--- config.mk ---
export PLATFORM = sky130hd
export DESIGN_NAME = pe_ws_dbuf
export DESIGN_NICKNAME = d
export VERILOG_FILES = /design/src/rtl/pe_ws_dbuf.sv
export SDC_FILE = /design/constraint.sdc
export NUM_CORES = 1
export LEC_CHECK = 0
export ABC_AREA = 1
export CAP_MARGIN = 20
export CORE_MARGIN = 3
export CORE_UTILIZATION = 55
export CTS_CLUSTER_SIZE = 8
export DETAILED_ROUTE_END_ITERATION = 16
export DONT_BUFFER_PORTS = 1
export GPL_TIMING_DRIVEN = 0
export PLACE_DENSITY = 0.76
export SLEW_MARGIN = 20
export SYNTH_ARGS = -nofsm -noshare
export SYNTH_HDL_FRONTEND = slang
export SYNTH_SLANG_ARGS = --single-unit
--- constraint.sdc ---
create_clock -name clk -period 5.5 [get_ports clk]
set_input_delay 0.55 -clock clk [delete_from_list [all_inputs] [get_ports clk]]
set_output_delay 0.55 -clock clk [all_outputs]
set_load 0.005 [all_outputs]
--- src/rtl/pe_ws_dbuf.sv ---
// Weight-stationary systolic PE with double-buffered weights:
// psum_out = psum_in + w_active * a_in, with signed/unsigned mode and optional saturation.
module pe_ws_dbuf #(
    parameter int WIDTH     = 8,
    parameter int ACC_WIDTH = 24,
    parameter int SATURATE  = 0
) (
    input  logic                 clk,
    input  logic                 rst,
    input  logic                 signed_mode,
    input  logic                 w_shift_en,
    input  logic [WIDTH-1:0]     w_in,
    output logic [WIDTH-1:0]     w_out,
    input  logic                 w_swap,
    input  logic [WIDTH-1:0]     a_in,
    input  logic                 a_valid_in,
    output logic [WIDTH-1:0]     a_out,
    output logic                 a_valid_out,
    input  logic [ACC_WIDTH-1:0] psum_in,
    output logic [ACC_WIDTH-1:0] psum_out,
    output logic                 psum_valid_out,
    input  logic                 ovf_clr,
    output logic                 ovf_flag
);

    // Two guard bits hold the exact sum of any psum and any full-range product.
    localparam int EW = ACC_WIDTH + 2;

    localparam logic [ACC_WIDTH-1:0] SMAX = {1'b0, {(ACC_WIDTH-1){1'b1}}};
    localparam logic [ACC_WIDTH-1:0] SMIN = {1'b1, {(ACC_WIDTH-1){1'b0}}};
    localparam logic [ACC_WIDTH-1:0] UMAX = {ACC_WIDTH{1'b1}};

    generate
        if (ACC_WIDTH < 2 * WIDTH) begin : g_bad_acc_width
            $error("pe_ws_dbuf: ACC_WIDTH must be >= 2*WIDTH");
        end
    endgenerate

    logic [WIDTH-1:0]     shadow_q, shadow_d;
    logic [WIDTH-1:0]     w_active_q, w_active_d;
    logic [WIDTH-1:0]     a_out_q, a_out_d;
    logic                 a_valid_q, a_valid_d;
    logic [ACC_WIDTH-1:0] psum_q, psum_d;
    logic                 psum_valid_q, psum_valid_d;
    logic                 ovf_q, ovf_d;

    logic [EW-1:0]        w_ext, a_ext, psum_ext, prod, sum;
    logic                 ovf_signed, ovf_unsigned, mac_ovf;
    logic [ACC_WIDTH-1:0] mac_result;

    // Arithmetic datapath: exact sum in EW bits, then range check and wrap/clamp.
    always_comb begin
        w_ext    = {{(EW-WIDTH){signed_mode & w_active_q[WIDTH-1]}}, w_active_q};
        a_ext    = {{(EW-WIDTH){signed_mode & a_in[WIDTH-1]}}, a_in};
        psum_ext = {{2{signed_mode & psum_in[ACC_WIDTH-1]}}, psum_in};
        prod     = w_ext * a_ext;
        sum      = psum_ext + prod;

        ovf_signed   = ~((&sum[EW-1:ACC_WIDTH-1]) | ~(|sum[EW-1:ACC_WIDTH-1]));
        ovf_unsigned = |sum[EW-1:ACC_WIDTH];
        mac_ovf      = signed_mode ? ovf_signed : ovf_unsigned;

        mac_result = sum[ACC_WIDTH-1:0];
        if (SATURATE != 0 && mac_ovf) begin
            if (signed_mode) begin
                mac_result = sum[EW-1] ? SMIN : SMAX;
            end else begin
                mac_result = UMAX;
            end
        end
    end

    // NOTE: every _d gets its hold value first so no path through this block infers a latch.
    always_comb begin
        shadow_d     = shadow_q;
        w_active_d   = w_active_q;
        psum_d       = psum_q;
        a_out_d      = a_in;
        a_valid_d    = a_valid_in;
        psum_valid_d = a_valid_in;

        if (w_shift_en) begin
            shadow_d = w_in;
        end
        if (w_swap) begin
            w_active_d = shadow_q;
        end
        if (a_valid_in) begin
            psum_d = mac_result;
        end
        // Set dominates clear when both happen in one cycle.
        ovf_d = (a_valid_in & mac_ovf) | (ovf_q & ~ovf_clr);
    end

    // NOTE: non-blocking assignments so every flop samples the pre-edge value of its peers.
    always_ff @(posedge clk) begin
        if (rst) begin
            shadow_q     <= '0;
            w_active_q   <= '0;
            a_out_q      <= '0;
            a_valid_q    <= 1'b0;
            psum_q       <= '0;
            psum_valid_q <= 1'b0;
            ovf_q        <= 1'b0;
        end else begin
            shadow_q     <= shadow_d;
            w_active_q   <= w_active_d;
            a_out_q      <= a_out_d;
            a_valid_q    <= a_valid_d;
            psum_q       <= psum_d;
            psum_valid_q <= psum_valid_d;
            ovf_q        <= ovf_d;
        end
    end

    // The shadow register is the chain stage, so it drives the PE below directly.
    assign w_out          = shadow_q;
    assign a_out          = a_out_q;
    assign a_valid_out    = a_valid_q;
    assign psum_out       = psum_q;
    assign psum_valid_out = psum_valid_q;
    assign ovf_flag       = ovf_q;

endmodule

==> results.ini, run 1 <==
[place]
dpl.hpwl_um = 12600
routabilityCongestion = 0.901
placed_cell_area_um2 = 7050
io_buffers = 0

[synth]
synth-edff-count = 0
ys.flop_type = dfxtp_1
synth_warnings = 0
synth_top_area_cell = fa_1
ys_seq_area_frac = 0.146
syn_area_um2 = 6840
synthTopCellsByCount = inv_1 (262), nand2_1 (175), nor2_1 (122)
yosysUniqueCellTypes = 33
synth_top_area_frac = 0.299
async_reset_ff_frac = 0
avgSynthCellArea_um2 = 7.39
yosys-top-cells-area = fa_1 (30%), dfxtp_1 (15%), inv_1 (14%), ha_1 (12%), nand2_1 (9.6%)
yosys.cell_count.top_type = inv_1
syn_nets = 1138
ys_ff_latch = 50
syn_inst = 925

[grt]
grt_usage = 0.227
grt_pass1_vias = 5503
grt_max_degree = 15
antenna_found_initial = 0
grt_overflow = 0
grt_pass1_wl_um = 25800

[clock_tree]
cts-root-buf = clkbuf_16
postCtsHoldBufs = 0
numClockSinks = 50
clkLatencyLatePin_ns = 0.30
h-tree-depth = 2
cts_buffers = 5
clk_pin_slew_ns = 0.07
cts_tree = yes
cts_buffer_depth = 2

[run_status]
status = completed

[cells_and_area]
fill_cells = 1106
area_growth_syn_to_layout_pct = 8.69
fin_area_um2 = 7430
fin_util = 0.616
finalNetCount = 1146
num_antenna_cells = 0
final_layout_size_suffix_gt1_frac = 0.0824

[critical_path]
cp-start-kind = input pin
crit_arrival_ns = 5.45
path_class = input pin to flip-flop
crit_path_max_incr_delay_ns = 0.60
cp_max_fo = 9
crit_required_ns = 5.66
critPathCaptureType = flip-flop
crit_path_top_delay_cell = fa_2

[sta]
period_minus_slack_ns = 5.29
relSlewSlack = 0.568
worst_pin_slew_ns = 0.647
rsz0062_at_grt = yes
finClkSkew_ns = 0.00840
max_freq_mhz = 189
worst_hold_slack_ns = 0.395
final_hold_viol_count = 0
drv_slew = 0
setup_violations = 0
period_share = 0.961

[route]
drc = 0
vias_per_cell = 4.95
drtAntennaViolNets = 0
dr.pass1.iters = 5
vias = 5450
drt-total-wl_um = 15200
avgRoutedWirePerCell_um = 13.8
drtIter0Drc = 307

[worst_hold_path]
hold_path_class = input pin to flip-flop

[floorplan]
rows = 40
ioPinCount = 90
initial_core_util = 0.567
die_h_um = 117
core_um2 = 12100
dieArea_um2 = 13800
dieWidth_um = 117

[power]
power_density_nw_per_um2 = 362
p_leak_nw = 4.35
power_mw = 2.69
vdd.ir_drop.worst_v = 0.000204

[job]
drv_cap = 0

[routing by layer]
layer	vias to the layer above	routed length, µm	track usage
li1	2697	-	-
met4	0	315	0.0630
met1	2588	6200	0.286
met2	143	7760	0.402
met3	22	885	0.0428
met5	-	0	0
[power breakdown]
group	total, mW	leakage (nW)	switching [mW]	internal, mW
Clock	0.355	0.0781	0.139	0.215
Sequential	0.494	0.416	0.0617	0.432
Combinational	1.84	3.85	1.12	0.723
Total	2.69	4.35	1.32	1.37
[final timing paths]
| path | cells past startpoint | endpoint | start | slack (ns) |
|---|---|---|---|---|
| max | 26 | ovf_flag | a_in[0] | 0.21 |
| min | 2 | w_out[2] | w_in[2] | 0.39 |
| max reg2reg | 25 | ovf_flag | w_active_q[7] | 0.26 |
| min reg2reg | 2 | ovf_flag | ovf_flag | 0.52 |
[layout by cell type (no fill, tap or decap), types with 10 or more instances in the layout]
cell type / synthesis / final
inv_1: 262 / 261
nand2_1: 175 / 166
nor2_1: 122 / 110
fa_1: 102 / 98
ha_1: 64 / 54
dfxtp_1: 50 / 48
o21ai_0: 35 / 35
a21oi_1: 18 / 17
xor2_1: 13 / 13
clkbuf_1: 23 / 12
nand2_2: 3 / 10
[metrics by stage]
| stage | setup WS [ns] | std cells | TNS, ns |
|---|---|---|---|
| 3_5_place_dp | -0.764 | 1093 | -4.63 |
| 6_report | 0.215 | 1102 | 0 |
| 3_3_place_gp | -0.662 | 1093 | -3.72 |
| 4_1_cts | 0.00400 | 1103 | 0 |
| 5_1_grt | -0.0191 | 1102 | -0.0191 |
| 2_1_floorplan | 0.0420 | 925 | 0 |
[cell families (layout without fill, tap and decap cells)]
kind of cell / Yosys count / in the layout / synth area share
buffers and inverters: 289 / 298 / 0.159
AND/OR/NAND/NOR: 330 / 330 / 0.194
flip-flops: 50 / 50 / 0.146
adder cells (fa/ha/maj): 166 / 166 / 0.416
XOR/XNOR: 21 / 21 / 0.0269
AO/OA/AOI/OAI: 69 / 69 / 0.0569
[area by class of cell]
class / instances / area (µm²) / share of cell area
plain buffers: 22 / 113 / 0.0152
clock buffers: 7 / 133 / 0.0179
clock inverters: 1 / 30.0 / 0.00404
inverters: 262 / 983 / 0.132
multi-input cells: 586 / 4910 / 0.661
flip-flops and latches: 50 / 1000 / 0.135
well taps: 168 / 210 / 0.0283
repair buffers: 6 / 45.0 / 0.00606
[state kept, by name (all words and copies together) (netlist names)]
| register | count |
|---|---|
| a_out | 8 |
| ovf_flag | 1 |
| psum_out | 24 |
| psum_valid_out | 1 |
| w_active_q | 8 |
| w_out | 8 |
[critical path: cells and delay by family]
kind / cells / cell delay, ns
compound gates: 1 / 0.05
fa+ha+maj: 6 / 2.98
simple gates: 12 / 1.20
buf+inv: 7 / 0.66
[timing repair]
action,4_1_cts,5_1_grt
setup buffers,2,4
pin swaps,2,7
endpoints found under the hold margin,0,0
setup endpoints to repair,6,6
gates resized for setup,14,56
Power figures use the tool's default switching activity.
==> run 2, diff against run 1 <==
CTS_BUF_LIST = sky130_fd_sc_hd__clkbuf_8   (was not set)
==> results.ini, run 2 (synthesis results as in run 1) <==
[critical_path]
r2r-end = ovf_flag
cp_max_fo = 9  ; unchanged
path_class = input pin to flip-flop
reg2reg_slack_ns = 0.26  ; about the same
crit_required_ns = 5.69  ; +0.03 ns
critPathCaptureType = flip-flop
crit_arrival_ns = 5.44  ; about the same
rr_startpoint = w_active_q[7]
rr_worst_depth = 25  ; unchanged
cp-start-kind = input pin

[worst_hold_path]
worstHoldStart = w_in[2]
hold_path_class = input pin to flip-flop
hold_depth = 2  ; unchanged
whs_endpoint = w_out[2]

[run_status]
status = completed

[floorplan]
core_um2 = 12100  ; unchanged
rows = 40  ; unchanged
dieArea_um2 = 13800  ; unchanged
ioPinCount = 90  ; unchanged
dieWidth_um = 117  ; unchanged
initial_core_util = 0.567  ; unchanged
die_h_um = 117  ; unchanged

[sta]
drv_slew = 0  ; unchanged
period_share = 0.954  ; -0.00661
worst_pin_slew_ns = 0.644  ; -0.00360 ns
relSlewSlack = 0.571  ; +0.00240
final_hold_viol_count = 0  ; unchanged
worst_hold_slack_ns = 0.367  ; -0.0279 ns
setup_ws_ns = 0.251  ; +0.0364 ns
period_minus_slack_ns = 5.25  ; -0.0364 ns
max_freq_mhz = 191  ; +0.69%
finClkSkew_ns = 0.00676  ; -0.00165 ns
setup_violations = 0  ; unchanged

[route]
drc = 0  ; unchanged
drt-total-wl_um = 15000  ; -1.3%
vias = 5454  ; +0.073%
dr.pass1.iters = 5  ; unchanged
drtIter0Drc = 279  ; -9.1%
vias_per_cell = 4.94  ; -0.20%
avgRoutedWirePerCell_um = 13.5  ; -1.5%
drtAntennaViolNets = 0  ; unchanged

[place]
io_buffers = 0  ; unchanged
placed_cell_area_um2 = 7050  ; unchanged
routabilityCongestion = 0.901  ; unchanged
dpl.hpwl_um = 12600  ; unchanged
place_ws_ns = -0.764  ; unchanged

[grt]
grt_overflow = 0  ; unchanged
grt_pass1_vias = 5443  ; -1.1%
grt_pass1_wl_um = 25600  ; -0.99%
antenna_found_initial = 0  ; unchanged
grt_max_degree = 15  ; unchanged
grt_usage = 0.224  ; -0.00321

[clock_tree]
cts_buffer_depth = 2  ; unchanged
postCtsHoldBufs = 0  ; unchanged
clk_pin_slew_ns = 0.10  ; +0.03 ns
cts_buffers = 5  ; unchanged
h-tree-depth = 2  ; unchanged
numClockSinks = 50  ; unchanged
cts_tree = yes
clkLatencyLatePin_ns = 0.31  ; about the same
cts-root-buf = clkbuf_8

[cells_and_area]
finalNetCount = 1149  ; +0.26%
layout_common_cells = inv_1 (263), nand2_1 (167), nor2_1 (110)
seq_area_um2 = 1000  ; unchanged
multi_input_area_um2 = 4890  ; -0.51%
final_layout_size_suffix_gt1_frac = 0.0800  ; -0.00240
num_antenna_cells = 0  ; unchanged
fill_cells = 1118  ; +1.1%
area_growth_syn_to_layout_pct = 7.63
fin_area_um2 = 7360  ; -0.98%
final_common_cell = inv_1
largest_reg_flops = 24  ; unchanged

[job]
drv_cap = 0  ; unchanged

[power]
vdd.ir_drop.worst_v = 0.000203  ; -0.34%
p_leak_nw = 4.33  ; -0.35%
power_density_nw_per_um2 = 349  ; -3.7%
power_mw = 2.57  ; -4.6%

## run 2: changes by cell type in the layout (fill, tap and decap cells not counted), sizes merged
cell    before  now
buf         11   10
clkbuf      24   26
inv        262  264
## run 2: final cells by class
| class | instances | share of cell area |
|---|---|---|
| multi-input combinational | 586 | 0.664 |
| sequential | 50 | 0.136 |
| inverter | 262 | 0.134 |
| tap | 168 | 0.0286 |
| buffer | 25 | 0.0165 |
| clock buffer | 5 | 0.00935 |
| timing repair buffer | 6 | 0.00612 |
| clock inverter | 3 | 0.00510 |
## run 2: timing repair
action | 4_1_cts | 5_1_grt
setup endpoints to repair | 6 | 7
buffers inserted | 2 | 4
pin swaps | 2 | 6
gates resized for setup | 12 | 54
gates cloned | 0 | 0
## run 2: worst max-delay path by stage
stage,endpoint,depth (start not counted),startpoint
CTS,ovf_flag,26,a_in[0]
detailed placement,ovf_flag,26,a_in[0]
finish,ovf_flag,26,a_in[0]
floorplan,ovf_flag,26,a_in[0]
global route,ovf_flag,25,w_active_q[7]
global placement,psum_out[22],20,a_in[3]
## run 2: power breakdown
| part | internal (mW) | switching (mW) | total (mW) |
|---|---|---|---|
| Combinational | 0.706 | 1.11 | 1.82 |
| Sequential | 0.432 | 0.0567 | 0.488 |
| Clock | 0.133 | 0.131 | 0.264 |
| Total | 1.27 | 1.30 | 2.57 |
## run 2: layer usage
layer	track usage	share of wire	up-vias	routed length [µm]
li1	-	-	2699	-
met1	0.286	0.41	2596	6160
met2	0.399	0.51	141	7680
met3	0.0399	0.059	18	880
met4	0.0513	0.017	0	258
met5	0	0	-	0
## run 2: stage by stage
step / util / std cells / setup TNS (ns)
after global routing: 0.610 / 1105 / -0.00885
after floorplan: - / 925 / 0
after detailed placement: 0.584 / 1093 / -4.63
final: 0.610 / 1105 / 0
after CTS: 0.596 / 1103 / 0
after global placement: 0.584 / 1093 / -3.72
## run 2: critical path, stage by stage
cell      delay, ns
clkbuf_4       0.19
inv_1          0.09
nor2_2         0.15
inv_1          0.11
fa_2           0.60
inv_1          0.13
fa_1           0.50
fa_1           0.57
inv_1          0.05
fa_1           0.44
fa_1           0.49
inv_1          0.05
ha_2           0.39
nand2_2        0.10
nor2_2         0.17
nand2_1        0.07
nor2_1         0.10
nand2_1        0.12
nand3_1        0.13
nand2_1        0.06
nand2_1        0.08
nand3b_1       0.07
nand2_1        0.07
inv_1          0.04
nand2_1        0.07
a21oi_2        0.05
